**src/rtl/register_mask_encoder.sv**
```systemverilog
// Captures a 32-bit register-select mask and hands out one register number per accepted handshake.
// Optional macro SKIP_R0_EN drops bit 0 of the mask at capture so register 0 is never emitted.
module register_mask_encoder #(
  parameter int LSB_FIRST = 1
) (
  input  logic        clk,
  input  logic        reset,
  input  logic        load,
  input  logic [31:0] mask_in,
  input  logic        ready,
  output logic        valid,
  output logic [4:0]  reg_index,
  output logic [5:0]  remaining,
  output logic        busy,
  output logic        done
);

  typedef enum logic [1:0] {
    IDLE = 2'd0,
    SCAN = 2'd1,
    DONE = 2'd2
  } state_t;

  state_t      state;
  logic [31:0] pending;
  logic [31:0] captured;
  logic [31:0] select_onehot;
  logic [31:0] pending_next;
  logic [4:0]  select;

  function automatic logic [4:0] select_index(input logic [31:0] bits);
    // NOTE: blocking assignments inside functions and always_comb; the last match wins the priority.
    logic [4:0] idx;
    idx = '0;
    if (LSB_FIRST != 0) begin
      for (int i = 31; i >= 0; i--)
        if (bits[i]) idx = 5'(i);
    end else begin
      for (int i = 0; i < 32; i++)
        if (bits[i]) idx = 5'(i);
    end
    return idx;
  endfunction

  function automatic logic [5:0] count_ones(input logic [31:0] bits);
    logic [5:0] cnt;
    cnt = '0;
    for (int i = 0; i < 32; i++)
      cnt = cnt + 6'(bits[i]);
    return cnt;
  endfunction

`ifdef SKIP_R0_EN
  assign captured = {mask_in[31:1], 1'b0};
`else
  assign captured = mask_in;
`endif

  assign select        = select_index(pending);
  assign select_onehot = 32'h1 << select;
  assign pending_next  = pending & ~select_onehot;
  assign reg_index     = valid ? select : 5'd0;

  // NOTE: non-blocking assignments for every flop so all state updates see pre-edge values.
  always_ff @(posedge clk or posedge reset) begin
    if (reset) begin
      state     <= IDLE;
      pending   <= '0;
      remaining <= '0;
      valid     <= 1'b0;
      busy      <= 1'b0;
      done      <= 1'b0;
    end else begin
      case (state)
        IDLE: begin
          done <= 1'b0;
          if (load) begin
            pending   <= captured;
            remaining <= count_ones(captured);
            busy      <= 1'b1;
            if (captured != '0) begin
              state <= SCAN;
              valid <= 1'b1;
            end else begin
              state <= DONE;
              done  <= 1'b1;
            end
          end
        end
        SCAN: begin
          if (ready) begin
            pending   <= pending_next;
            remaining <= remaining - 6'd1;
            if (pending_next == '0) begin
              state <= DONE;
              valid <= 1'b0;
              done  <= 1'b1;
            end
          end
        end
        DONE: begin
          state <= IDLE;
          busy  <= 1'b0;
          done  <= 1'b0;
        end
        default: begin
          state   <= IDLE;
          pending <= '0;
          valid   <= 1'b0;
          busy    <= 1'b0;
          done    <= 1'b0;
        end
      endcase
    end
  end

endmodule
```
**config.mk**
```make
export PLATFORM = sky130hd
export DESIGN_NAME = register_mask_encoder
export DESIGN_NICKNAME = d
export VERILOG_FILES = /design/src/rtl/register_mask_encoder.sv
export SDC_FILE = /design/constraint.sdc
export NUM_CORES = 1
export LEC_CHECK = 0
export BUFFER_PORTS_ARGS = -buffer_cell sky130_fd_sc_hd__buf_2
export CAP_MARGIN = 20
export CELL_PAD_IN_SITES_DETAIL_PLACEMENT = 0
export CELL_PAD_IN_SITES_GLOBAL_PLACEMENT = 1
export CORE_MARGIN = 4
export CORE_UTILIZATION = 48
export CTS_CLUSTER_DIAMETER = 150
export DETAILED_ROUTE_END_ITERATION = 8
export PLACE_DENSITY = 0.92
export SYNTH_ARGS = -nofsm -noshare
export SYNTH_HDL_FRONTEND = slang
export SYNTH_SLANG_ARGS = --single-unit
```
**constraint.sdc**
```tcl
create_clock -name clk -period 4.4 [get_ports clk]
set_input_delay 0.88 -clock clk [delete_from_list [all_inputs] [get_ports clk]]
set_output_delay 0.88 -clock clk [all_outputs]
set_load 0.01 [all_outputs]
```
==> results.json <==
{
  "cp-start-kind": "input pin",
  "synthTopCellsByCount": "44 x inv_1, 43 x dfrtp_1, 40 x nand2_1",
  "min_path_type": "reg -> reg",
  "worst_hold_slack_ns": 0.5050,
  "dieArea_sq_um": 9764,
  "clk_pin_slew_ns": 0.09,
  "vias_per_cell": 6.521,
  "cts_hold_buffers": 0,
  "cts.path.max_buffers": 2,
  "slew_headroom": 0.2962,
  "placedCellCount": 628,
  "clk_latency_ns": 0.30,
  "initial_core_util": 0.5019,
  "maxSlewViolCount": 0,
  "n_antenna_cell": 0,
  "rows": 32,
  "rsz0062_at_grt": "yes",
  "max_freq_mhz": 197.3,
  "place.gp.congestion": 0.9633,
  "synth.most_common_cell": "inv_1",
  "syn_area_sq_um": 3959,
  "synthArstFlopShare": 1.000,
  "instances_no_fill": 637,
  "cp_max_fo": 2,
  "ys_types": 69,
  "grt_max_degree": 44,
  "setup_ws_ns": -0.6677,
  "setup_viol": 5,
  "portBuffers": 49,
  "cts.sinks": 43,
  "io_pins": 50,
  "worst_path_most_repeated_cell": "fa_1",
  "drv_cap": 0,
  "numCtsBuffers": 5,
  "max_slew.worst_pin.slew_ns": 1.045,
  "finClkSkew_ns": 0.01430,
  "final_hold_viol_count": 0,
  "ys_seq_area_frac": 0.2718,
  "crit_path_cell_trace": "buf_8, fa_1, inv_2, fa_1, inv_1, fa_1, inv_1, fa_1, fa_1, fa_1, inv_2, ha_4, inv_2, fa_2, inv_2, a21o_1, a21oi_2, xnor2_1, a22oi_1, o21ai_1",
  "grtUsageTotal": 0.2859,
  "reg2reg_slack_ns": 0.68,
  "fp.dieH_microns": 98.82,
  "grt_pass1_wl_microns": 21830,
  "yosys.area.top_type": "dfrtp_1",
  "crit_path_max_incr_delay_ns": 0.58,
  "postRouteAntennaNets": 0,
  "drt-total-wl_microns": 13980,
  "coreArea_sq_um": 7888,
  "final_nets": 604,
  "dp_hpwl_microns": 11030,
  "grt_pass1_vias": 3949,
  "yosysTopAreaCellShare": 0.2718,
  "worstSetupEndpoint": "remaining[4]",
  "rr_startpoint": "pending[1]",
  "critPathCaptureType": "register",
  "clockRootBuffer": "clkbuf_8",
  "p_leak_nw": 2.107,
  "synth-edff-count": 0,
  "finalPower_mw": 4.501,
  "powerDensity_nw_per_um2": 961.7,
  "path_class": "in -> reg",
  "synthTopCellsByArea": "dfrtp_1 27%, fa_1 12%, o21ai_0 4.9%",
  "crit_path_start": "mask_in[17]",
  "drtIter0Drc": 397,
  "layout-drive-gt1-share": 0.2374,
  "postSynthAreaPerCell_sq_um": 8.550,
  "finalCritPeriodShare": 1.152,
  "ys_warn_count": 0,
  "die_x_microns": 98.82,
  "drt_first_pass_iters": 5,
  "cts_tree": "yes",
  "wl_per_cell_microns": 21.95,
  "cp_slowest_cell": "fa_1",
  "drc": 0,
  "final_util": 0.5934,
  "syn_to_final_growth_pct": 18.24,
  "netlist_instances": 463,
  "r2r_end": "state[0]",
  "overflow": 0,
  "vias": 4154,
  "reg2reg_depth": 9,
  "ys_ff_latch": 43,
  "status": "complete, but fails checks",
  "yosys_most_used_dff": "dfrtp_1",
  "synth_fp_nets": 532,
  "required_ns": 4.59,
  "worstPathArrival_ns": 5.26,
  "layout_min_cycle_time_ns": 5.068,
  "violations": "negative setup slack",
  "antenna_found_initial": 0,
  "vdd_drop_max_mv": 1.199,
  "htree_levels": 2
}
## what timing repair did
| item | in CTS | in global routing |
|---|---|---|
| setup buffers | 1 | 2 |
| pin swaps | 4 | 7 |
| gates resized for setup | 4 | 10 |
| endpoints found under the hold margin | 0 | 0 |
| endpoints found under the setup margin | 6 | 6 |
## worst min-delay path by stage
stage	start	endpoint	slack (ns)	cells after the start
6_report	busy	busy	0.51	2
5_1_grt	remaining[5]	remaining[5]	0.58	1
4_1_cts	busy	busy	0.51	2
3_5_place_dp	busy	busy	0.48	2
3_3_place_gp	busy	busy	0.47	2
2_1_floorplan	pending[30]	pending[30]	0.51	2
## area by class of cell
cell class | instances | area (sq um)
clock buffers | 5 | 68.82
clock inverters | 2 | 37.54
fillers | 750 | 3207
inverters | 45 | 168.9
multi-input cells | 353 | 2658
flip-flops and latches | 43 | 1076
well taps | 102 | 127.6
repair buffers | 87 | 544.3
## critical path: cells and delay by family
kind / cells / cell delay, ns
buffers and inverters: 7 / 0.42
AOI/OAI and AO/OA: 4 / 0.44
xor gates and xnor gates: 1 / 0.12
adders and majority gates: 8 / 3.41
## metrics by stage
| stage | instance area, sq um | setup TNS, ns | setup slack (ns) |
|---|---|---|---|
| after floorplan | 3964 | -2.859 | -0.7025 |
| after global placement | 4501 | -5.031 | -0.9962 |
| after detailed placement | 4508 | -5.210 | -1.048 |
| after CTS | 4639 | -3.231 | -0.7078 |
| after global routing | 4681 | -3.650 | -0.7727 |
| final | 4681 | -2.981 | -0.6677 |
## state kept, by name (all words and copies together), names as in the netlist
name / cells
busy: 1
valid: 1
done: 1
state: 2
pending: 32
remaining: 6
## cells in the final DEF (no fill, tap or decap), types with 6 or more instances in the layout
cell / synthesis / final
nand4_1: 7 / 7
fa_1: 24 / 23
nor3_1: 18 / 18
a21o_1: 9 / 9
nor2b_1: 7 / 7
o21ai_0: 39 / 34
nor2_1: 35 / 35
buf_2: 7 / 48
nand2_1: 40 / 40
dfrtp_1: 43 / 43
nor4_1: 15 / 15
ha_1: 9 / 8
or4_1: 6 / 6
a22o_1: 17 / 17
o22ai_1: 6 / 6
a21oi_1: 24 / 21
inv_1: 44 / 40
buf_4: 0 / 37
## routing by layer
layer  wire length (microns)  global-route usage  vias up
li1                        -                   -     1862
met1                    5730              0.4020     2015
met2                    6497              0.4468      240
met3                    1281             0.04812       37
met4                     469             0.09874        0
met5                       0                   0        -
## kinds of logic (layout without fill, tap and decap cells)
logic type,count (synthesis),after routing,share of synthesized area
xor+xnor,2,2,0.004426
buf+inv,67,139,0.06763
compound gates,156,156,0.2857
flops,43,43,0.2718
fa+ha+maj,33,33,0.1498
simple gates,162,162,0.2206
## where the power goes
part           internal [mW]  switching (mW)  leakage (nW)
Clock                  0.166           0.148        0.0502
Sequential             0.574           0.361         0.540
Combinational           1.41            1.84          1.52
Total                   2.15            2.35          2.11
Note: power is estimated with default switching activity, not from simulation.
